<file path="config.mk">
export PLATFORM = sky130hd
export DESIGN_NAME = pwm_capture
export DESIGN_NICKNAME = d
export VERILOG_FILES = /design/src/rtl/pwm_capture.sv
export SDC_FILE = /design/constraint.sdc
export NUM_CORES = 1
export LEC_CHECK = 0
export ABC_AREA = 1
export CAP_MARGIN = 15
export CORE_UTILIZATION = 30
export DETAILED_ROUTE_END_ITERATION = 8
export GPL_ROUTABILITY_DRIVEN = 0
export HOLD_SLACK_MARGIN = 0.05
export SLEW_MARGIN = 15
export SYNTH_ARGS = -nofsm -noshare
export SYNTH_HDL_FRONTEND = slang
export SYNTH_SLANG_ARGS = --single-unit
export TNS_END_PERCENT = 50
</file>
<file path="constraint.sdc">
create_clock -name clk -period 1.29 [get_ports clk]
set_input_delay 0.1935 -clock clk [delete_from_list [all_inputs] [get_ports clk]]
set_output_delay 0.1935 -clock clk [all_outputs]
set_load 0.02 [all_outputs]
</file>
<file path="src/rtl/pwm_capture.sv">
// ---------------------------------------------------------------------------
// pwm_capture
//
// Measures the duty of an incoming motor PWM waveform. A measurement window
// lasts exactly PERIOD = 2**RPM_W clocks. During the window the block counts
// how many samples of the (optionally synchronised) input were high. It then
// publishes that count as an RPM code and pulses meas_valid for one cycle.
// The RPM code has the same width as the generator's mot_rpm input.
//
// Parameters:
//   RPM_W       - width of the RPM code; the window is 2**RPM_W clocks.
//   SYNC_STAGES - flops on mot_pwm before counting (0..3, 0 = direct).
//   CONTINUOUS  - 1: a new window starts right after each window ends.
//
// Ports:
//   clk        in   system clock, all logic on posedge
//   reset      in   synchronous, active-high reset
//   start      in   single-cycle pulse that (re)starts a measurement window
//   mot_pwm    in   PWM waveform under measurement
//   rpm_meas   out  high-cycle count of the last completed window, saturated
//   meas_valid out  one-cycle strobe; rpm_meas and sat update with it
//   sat        out  last window was high for all PERIOD samples
//   busy       out  a window is in progress
//   state_dbg  out  current FSM state (IDLE=0, MEASURE=1, DONE=2)
//
// Handshake: start and meas_valid are plain single-cycle strobes with no
// ready/backpressure. A start is always accepted (except under reset), and
// the consumer must capture rpm_meas/sat on the cycle meas_valid is high;
// those outputs then hold until the next strobe.
// ---------------------------------------------------------------------------
module pwm_capture #(
    parameter int RPM_W       = 7,
    parameter int SYNC_STAGES = 0,
    parameter bit CONTINUOUS  = 1'b0
) (
    input  logic             clk,
    input  logic             reset,
    input  logic             start,
    input  logic             mot_pwm,
    output logic [RPM_W-1:0] rpm_meas,
    output logic             meas_valid,
    output logic             sat,
    output logic             busy,
    output logic [1:0]       state_dbg
);

    typedef enum logic [1:0] {
        IDLE    = 2'd0,
        MEASURE = 2'd1,
        DONE    = 2'd2
    } state_t;

    // Counters are one bit wider than the code so a full window (PERIOD)
    // is representable without wrapping.
    localparam logic [RPM_W:0]   PERIOD  = {1'b1, {RPM_W{1'b0}}};
    localparam logic [RPM_W:0]   ONE     = {{RPM_W{1'b0}}, 1'b1};
    localparam logic [RPM_W:0]   LAST    = PERIOD - ONE;
    localparam logic [RPM_W-1:0] RPM_MAX = {RPM_W{1'b1}};

    state_t           state;
    logic [RPM_W:0]   win_cnt;
    logic [RPM_W:0]   hi_cnt;
    logic             pwm_s;
    logic [RPM_W:0]   pwm_inc;

    // -----------------------------------------------------------------------
    // Input synchroniser: pwm_s is mot_pwm delayed by SYNC_STAGES clocks.
    // -----------------------------------------------------------------------
    generate
        if (SYNC_STAGES == 0) begin : g_no_sync
            assign pwm_s = mot_pwm;
        end else begin : g_sync
            logic [SYNC_STAGES-1:0] sync_q;

            always_ff @(posedge clk) begin
                if (reset) begin
                    sync_q <= '0;
                end else begin
                    sync_q[0] <= mot_pwm;
                    for (int i = 1; i < SYNC_STAGES; i++) begin
                        sync_q[i] <= sync_q[i-1];
                    end
                end
            end

            assign pwm_s = sync_q[SYNC_STAGES-1];
        end
    endgenerate

    assign pwm_inc   = {{RPM_W{1'b0}}, pwm_s};
    assign state_dbg = state;

    // -----------------------------------------------------------------------
    // Window FSM. All outputs are registered. busy mirrors "state is
    // MEASURE", so it is set on every transition into MEASURE and cleared on
    // every transition out of it.
    // -----------------------------------------------------------------------
    always_ff @(posedge clk) begin
        if (reset) begin
            state      <= IDLE;
            win_cnt    <= '0;
            hi_cnt     <= '0;
            rpm_meas   <= '0;
            meas_valid <= 1'b0;
            sat        <= 1'b0;
            busy       <= 1'b0;
        end else begin
            meas_valid <= 1'b0;

            case (state)
                IDLE: begin
                    busy <= 1'b0;
                    if (start) begin
                        state   <= MEASURE;
                        win_cnt <= '0;
                        hi_cnt  <= '0;
                        busy    <= 1'b1;
                    end
                end

                MEASURE: begin
                    if (start) begin
                        // Restart: the sample on this edge is discarded and
                        // the aborted window never produces a strobe.
                        win_cnt <= '0;
                        hi_cnt  <= '0;
                    end else begin
                        win_cnt <= win_cnt + ONE;
                        hi_cnt  <= hi_cnt + pwm_inc;
                        // This edge takes the PERIOD-th sample.
                        if (win_cnt == LAST) begin
                            state <= DONE;
                            busy  <= 1'b0;
                        end
                    end
                end

                DONE: begin
                    meas_valid <= 1'b1;
                    sat        <= (hi_cnt == PERIOD);
                    rpm_meas   <= (hi_cnt == PERIOD) ? RPM_MAX : hi_cnt[RPM_W-1:0];
                    // The DONE edge doubles as the start edge of the next
                    // window, so back-to-back windows have no gap.
                    if (CONTINUOUS || start) begin
                        state   <= MEASURE;
                        win_cnt <= '0;
                        hi_cnt  <= '0;
                        busy    <= 1'b1;
                    end else begin
                        state <= IDLE;
                        busy  <= 1'b0;
                    end
                end

                default: begin
                    state <= IDLE;
                    busy  <= 1'b0;
                end
            endcase
        end
    end

endmodule

</file>
# After elaboration in Yosys (flattened, before gate mapping)
# Index checks and enable logic that the tools add are counted.
[totals]
ff_bits = 28
in_bits = 4
out_inout_bits = 12
elab_cells = 39
[op_classes]
addsub = 2
eq_ne = 8
mux = 16
reduce_logical = 6
[op_table]
columns = ["operator", "count"]
rows = [
  ["$pmux 8 s2", 2],
  ["$mux 8", 3],
  ["$add 8x1->8", 1],
  ["$add 8x1->8 const B", 1],
  ["$eq 8x7->1 const B", 1],
  ["$eq 8x8->1 const B", 1],
  ["$mux 7", 1],
  ["$mux 2", 3],
  ["$ne 2x2->1 const B", 3],
  ["$pmux 2 s3", 1],
  ["$mux 1", 5],
  ["$reduce_and 2->1", 2],
  ["$reduce_and 3->1", 1],
  ["$eq 2x1->1 const B", 1],
  ["$eq 2x2->1 const B", 1],
  ["$logic_not 2->1", 1],
  ["$ne 2x1->1 const B", 1],
  ["$pmux 1 s2", 1],
  ["$reduce_bool 2->1", 1],
  ["$reduce_or 2->1", 1],
]

# Logic depth before layout (Yosys ltp)
# Gate-level depths: netlist (run 1).
[logic_depth]
depth_word = 4
depth_mapped = 8
depth_no_buf = 8

# Worst setup path before layout (run 1)
# Ideal clock, no wire load.
[synth_timing]
path_kind = "reg2reg"
start = "register state[1], in the netlist state_dbg[1]"
end = "register rpm_meas[3]"
setup_time_ps = 132
t_arrival_ps = 1119
t_required_ps = 1158
path_slack_ps = 39
path_stages_with_launch = 7
path_buffers = 1
period_less_slack_ps = 1251
path_cell_list = "dfxtp_1 -> inv_1 -> nor2_1 -> buf_6 -> nand2_1 -> o21ai_0 -> a21oi_1"
[synth_via]
elab_chain_len = 1
[synth_lines]
columns = ["item", "line_no", "rtl"]
rows = [
  ["start, declared", "60", "state_t state;"],
  ["start signal, assigned", "100", "state <= IDLE;"],
  ["start signal, assigned", "114", "state <= MEASURE;"],
  ["start signal, assigned", "132", "state <= DONE;"],
  ["$eq 2x2->1", "110", "case (state)"],
  ["end signal, assigned", "141", "rpm_meas <= (hi_cnt == PERIOD) ? RPM_MAX : hi_cnt[RPM_W-1:0];"],
  ["end, declared", "40", "output logic [RPM_W-1:0] rpm_meas,"],
]
# No other way between the ends.
# A chain may end at the register's enable or synchronous reset.

# Final worst setup path (run 1)
[layout_timing]
start = "input mot_pwm"
end = "register hi_cnt[6]"
[layout_via]
elab_chain_len = 3
[layout_lines]
columns = ["item", "line_no", "rtl"]
rows = [
  ["start, declared", "39", "input logic mot_pwm,"],
  ["$add 8x1->8", "129", "hi_cnt <= hi_cnt + pwm_inc;"],
  ["$mux 8", "122", "if (start) begin"],
  ["$pmux 8 s2", "110", ""],
  ["end signal, assigned", "129", ""],
  ["end, declared", "62", "logic [RPM_W:0] hi_cnt;"],
]
# No other way between the ends.

==> reports/metrics.csv, run 1 <==
metric,value,unit
r2r-end,hi_cnt[6]$_SDFFE_PP0P_,
cts_tree,yes,
powerDensity,997,nW/um^2
clockRootBuffer,clkbuf_8,
wirelength,2980,microns
crit_arrival,1500,ps
rsz0062_at_grt,true,
gr-usage-met1,18.5,%
skew,7.78,ps
r2r_cells,6,
crit_path_start,mot_pwm,
synth_fp_nets,192,
fmax,788,MHz
dp_hpwl,1990,microns
drtIter0Drc,91,
synth_fa_ha_area_share,2.90,%
clock_latency,290,ps
hp-class,reg2reg,
setup_viol,0,
via_per_inst,4.77,
ys_ff_latch,28,
dieArea,4580,sq um
synth_compound_area_share,17.0,%
syn_area,1290,sq um
synth_xor_area_share,0,%
ys_warn_count,0,
cts_sinks,28,
top_level_ports,16,
cts_buffers,3,
end_kind,register,
track_usage,13.8,%
antenna_found_initial,0,
layout_common_cells,"nand2_1, a21oi_1, dfxtp_1",
netlist-cell-type-count,20,
grt_max_degree,20,
outcome,"complete, no violations",
maxSlewViolCount,0,
synthSimpleGateAreaFrac,27.9,%
ctsLongestPathBuffers,2,
synth_top_family_by_area,simple AND/OR/NAND/NOR gates,
postRouteAntennaNets,0,
rows,23,
areaGrowthSynthToFinish,33.2,%
final_common_cell,nand2_1,
finalNonFillerCells,261,
worst_pin_slew,275,ps
fp.dieH,67.7,microns
placed_area,1560,sq um
die_w,67.7,microns
overflow,0,
syn_avg_cell_area,6.99,sq um
synth_mux_area_share,0,%
nets,219,
cp_max_fo,5,
crit_type,in2reg,
dr.pass1.iters,4,
grt_pass1_vias,1038,
grt_pass1_wl,4710,microns
r2r_setup_slack,30,ps
htreeDepth,1,
postSynthCellCount,185,
initial_core_util,31.9,%
r2r_start,hi_cnt[0]$_SDFFE_PP0P_,
drive_gt1_share,18.5,%
diodes,0,
portBuffers,15,
period_share,98.3,%
clk_pin_slew_worst_paths,100,ps
core-area,4060,sq um
crit_required,1520,ps
ir_drop,0.645,mV
crit_end,hi_cnt[6]$_SDFFE_PP0P_,
finalCriticalPeriod,1270,ps
remaining_drc_errors,0,
yosysSeqAreaShare,43.3,%
max_slew_margin,81.6,%
busiest_layer,met2,
ctsHoldBuffers,0,
avgRoutedWirePerCell,11.4,microns
grt.met2_usage,21.2,%
final_area,1720,sq um
gr-usage-met3,4.05,%
cap_violations,0,
vias,1246,
hold_viol_final,0,
start_kind,primary input,
dp.cells,255,
p_leak,0.663,nW
[where the power goes]
part | switching, W | internal, W
registers | 0.00000717 | 0.000873
logic | 0.0000774 | 0.0000467
clock network | 0.000296 | 0.000417
total | 0.000381 | 0.00134
[kinds of logic (layout without fill, tap and decap cells)]
group | count (synthesis) | in the layout
AO/OA/AOI/OAI | 43 | 43
adder cells (fa/ha/maj) | 3 | 3
buffers and inverters | 25 | 51
AND/OR/NAND/NOR | 86 | 86
flip-flops | 28 | 28
[worst max-delay path, stage by stage]
cell and delay [ps]:
clkdlybuf4s50_1 460, ha_2 220, ha_4 150, nand2_4 80, o31ai_4 250, nand2_1 70
nor2_1 70
[synth_stat cells]
cell / instances / area share (%)
a21oi_1: 25 / 9.7
buf_1: 1 / 0.29
buf_2: 1 / 0.39
buf_4: 1 / 0.58
buf_6: 2 / 1.7
dfxtp_1: 28 / 43
ha_1: 3 / 2.9
inv_1: 19 / 5.5
inv_2: 1 / 0.29
nand2_1: 50 / 15
nand2_2: 1 / 0.48
nand3_1: 12 / 4.6
nand3_2: 1 / 0.77
nor2_1: 16 / 4.6
nor2_4: 1 / 0.87
nor3_1: 4 / 1.5
o211ai_1: 1 / 0.58
o21ai_0: 16 / 6.2
o31ai_1: 1 / 0.58
or2_2: 1 / 0.48
[worst min-delay path by stage]
stage / start / endpoint / cells after the start
detailed placement: sat$_SDFFE_PP0P_ / sat$_SDFFE_PP0P_ / 2
global placement: sat$_SDFFE_PP0P_ / sat$_SDFFE_PP0P_ / 2
CTS: sat$_SDFFE_PP0P_ / sat$_SDFFE_PP0P_ / 2
floorplan: start / busy$_SDFFE_PP0P_ / 2
finish: sat$_SDFFE_PP0P_ / sat$_SDFFE_PP0P_ / 2
global route: hi_cnt[4]$_SDFFE_PP0P_ / hi_cnt[4]$_SDFFE_PP0P_ / 2
[layout make-up]
type,instances,area [sq um]
flip-flops and latches,28,564
inverters,20,77.6
repair buffers,27,238
clock inverters,1,30.0
multi-input cells,132,709
fillers,425,2330
clock buffers,3,41.3
well taps,50,62.6
[sequential cells by signal (all words and copies together), names as in the netlist]
register	count
busy	1
sat	1
win_cnt	8
rpm_meas	7
state_dbg	2
meas_valid	1
hi_cnt	8
[layer usage]
| layer | share of wire (%) | vias to the layer above |
|---|---|---|
| met5 | 0 | - |
| li1 | - | 653 |
| met1 | 50 | 569 |
| met3 | 3.7 | 4 |
| met4 | 1.3 | 0 |
| met2 | 45 | 20 |
[per-stage QoR]
stage | setup slack (ps) | util, % | power (W) | hold slack [ps] | TNS (ps)
after floorplan | 38.8 | - | 0.000969 | 354 | 0
after global placement | -280 | 38.3 | 0.00102 | 456 | -1590
after detailed placement | -331 | 38.3 | 0.00102 | 459 | -1800
after CTS | 13.0 | 40.0 | 0.00172 | 472 | 0
after global routing | -52.4 | 42.5 | 0.00177 | 500 | -95.1
final | 21.3 | 42.5 | 0.00172 | 468 | 0
[timing repair]
item | 4_1_cts | 5_1_grt
gates resized for setup | 17 | 20
setup endpoints to repair | 16 | 12
endpoints found under the hold margin | 0 | 0
pin swaps | 0 | 6
setup buffers | 0 | 2
Power figures use the tool's default switching activity.
==> run 2, diff against run 1 <==
CORE_ASPECT_RATIO = 1.4   (was not set)
==> run 2 against run 1 <==
Against the previous run: clock power down 22%; count of clock-buffer cells in the layout up 1; sequential share of layout area up 0.074 points; flip-flop and latch count unchanged; largest power group unchanged.
==> reports/metrics.csv, run 2 (synthesized netlist as in run 1, its figures left out) <==
metric,value,unit,change
overflow,0,,unchanged
outcome,"complete, no violations",,
initial_core_util,32.2,%,+0.30 points
crit_required,1460,ps,-60 ps
multi_input_area,724,sq um,+2.1%
final_area,1730,sq um,+0.22%
ir_drop,0.357,mV,-45%
rsz0062_at_grt,true,,
powerDensity,903,nW/um^2,-9.4%
clock_latency,280,ps,about the same
setup_viol,0,,unchanged
via_per_inst,4.91,,+2.9%
top_regs,"hi_cnt: 8 flops, win_cnt: 8 flops, rpm_meas: 7 flops",,
maxSlewViolCount,0,,unchanged
final.setup.worst_slack,43.8,ps,+22.5 ps
clockRootBuffer,clkbuf_8,,
wirelength,2900,microns,-2.9%
clk_pin_slew_worst_paths,100,ps,about the same
start_kind,register,,
worst_pin_slew,277,ps,+1.86 ps
dr.pass1.iters,4,,unchanged
switching_share,23.5,%,+1.3 points
fmax,802,MHz,+1.8%
top_level_ports,16,,unchanged
pre_cts_ws,-305,ps,+26.8 ps
htreeDepth,1,,unchanged
diodes,0,,unchanged
timing.setup.tns,0,ps,unchanged
skew,3.71,ps,-4.07 ps
cts_tree,yes,,
crit_arrival,1420,ps,-80 ps
power_frac_seq,56.3,%,+5.0 points
cts_buffers,3,,unchanged
period_share,96.6,%,-1.7 points
placed_area,1560,sq um,+0.40%
final_util,43.0,%,+0.49 points
intPower,0.00119,W,-11%
final_common_cell,nand2_1,,
num-fill-cells,412,,-3.1%
hp-class,in2reg,,
hold_viol_final,0,,unchanged
core-area,4020,sq um,-0.92%
areaGrowthSynthToFinish,33.5,%,
drtIter0Drc,34,,-63%
switching_power,0.000366,W,-3.9%
die_w,57.5,microns,-15%
finalCriticalPeriod,1250,ps,-22.5 ps
vias,1253,,+0.56%
avgRoutedWirePerCell,11.4,microns,-0.60%
remaining_drc_errors,0,,unchanged
end_kind,register,,
grt_pass1_vias,1146,,+10%
cap_violations,0,,unchanged
cts_sinks,28,,unchanged
grt_pass1_wl,4760,microns,+1.0%
dieArea,4580,sq um,about the same
drive_gt1_share,20.3,%,+1.8 points
layout_common_cells,"nand2_1, dfxtp_1, a21oi_1",,
cp_max_fo,2,,-3
p_leak,0.669,nW,+0.91%
portBuffers,15,,unchanged
power.share.clock,35.6,%,-5.9 points
antenna_found_initial,0,,unchanged
max_slew_margin,81.5,%,-0.12 points
crit_type,reg2reg,,
rows,27,,+17%
grt_max_degree,20,,unchanged
dp_hpwl,2040,microns,+2.2%
ctsLongestPathBuffers,2,,unchanged
p_comb_share,8.1,%,+0.9 points
total_power,0.00156,W,-9.2%
nets,220,,+0.46%
fp.dieH,79.7,microns,+18%
postRouteAntennaNets,0,,unchanged
seq_area,567,sq um,+0.44%
track_usage,13.0,%,-0.76 points
==> run 2: changes by cell type in the layout (fill, tap and decap cells not counted), sizes merged <==
| cell | previous run | this run |
|---|---|---|
| clkdlybuf4s50 | 3 | 2 |
| dlymetal6s2s | 0 | 1 |
| bufinv | 1 | 0 |
| clkbuf | 3 | 4 |
| buf | 12 | 13 |
==> run 2: cell type report <==
class	count	area share (%)
timing repair buffer	28	14.6
tap	43	3.12
inverter	20	4.35
clock buffer	4	3.19
sequential	28	32.8
multi-input combinational	132	42.0
==> run 2: what timing repair did <==
action / in CTS / in global routing
endpoints found under the setup margin: 15 / 14
pin swaps: 0 / 6
endpoints found under the hold margin: 0 / 0
gates resized for setup: 16 / 27
hold buffers: 0 / 0
buffers inserted: 0 / 1
==> run 2: path summary, 6_finish.rpt <==
path              slack, ps                     from                      end  depth (start not counted)
setup reg to reg         40  win_cnt[1]$_SDFFE_PP0P_  win_cnt[4]$_SDFFE_PP0P_                          8
hold / removal          370                  mot_pwm   hi_cnt[0]$_SDFFE_PP0P_                          4
setup / recovery         40  win_cnt[1]$_SDFFE_PP0P_  win_cnt[4]$_SDFFE_PP0P_                          8
hold reg to reg         470         sat$_SDFFE_PP0P_         sat$_SDFFE_PP0P_                          2
==> run 2: power groups by stage <==
stage / clock, W / sequential, W / combinational, W
floorplan: 0 / 0.000904 / 0.0000645
global placement: 0 / 0.000898 / 0.000125
detailed placement: 0 / 0.000898 / 0.000125
CTS: 0.000562 / 0.000878 / 0.000122
global route: 0.000592 / 0.000880 / 0.000138
finish: 0.000555 / 0.000878 / 0.000127
==> run 2: worst max-delay path: stages, from the launching register on <==
cell and delay (ps):
dfxtp_2 360, ha_4 140, nand2_2 60, nor2_2 130, nand2_2 90, buf_6 120
buf_4 110, nand3_1 70, a21oi_1 50
==> run 2: metrics by stage <==
| stage | instances | hold slack (ps) |
|---|---|---|
| floorplan | 185 | 354 |
| global placement | 250 | 454 |
| detailed placement | 250 | 460 |
| CTS | 254 | 472 |
| global route | 255 | 402 |
| finish | 255 | 370 |
==> run 2: per-layer routing <==
layer	routed length, microns	GRT usage [%]	vias to the layer above
li1	-	-	653
met1	1280	14.0	572
met2	1480	24.9	22
met3	72	1.94	6
met4	55	4.88	0
met5	0	0	-
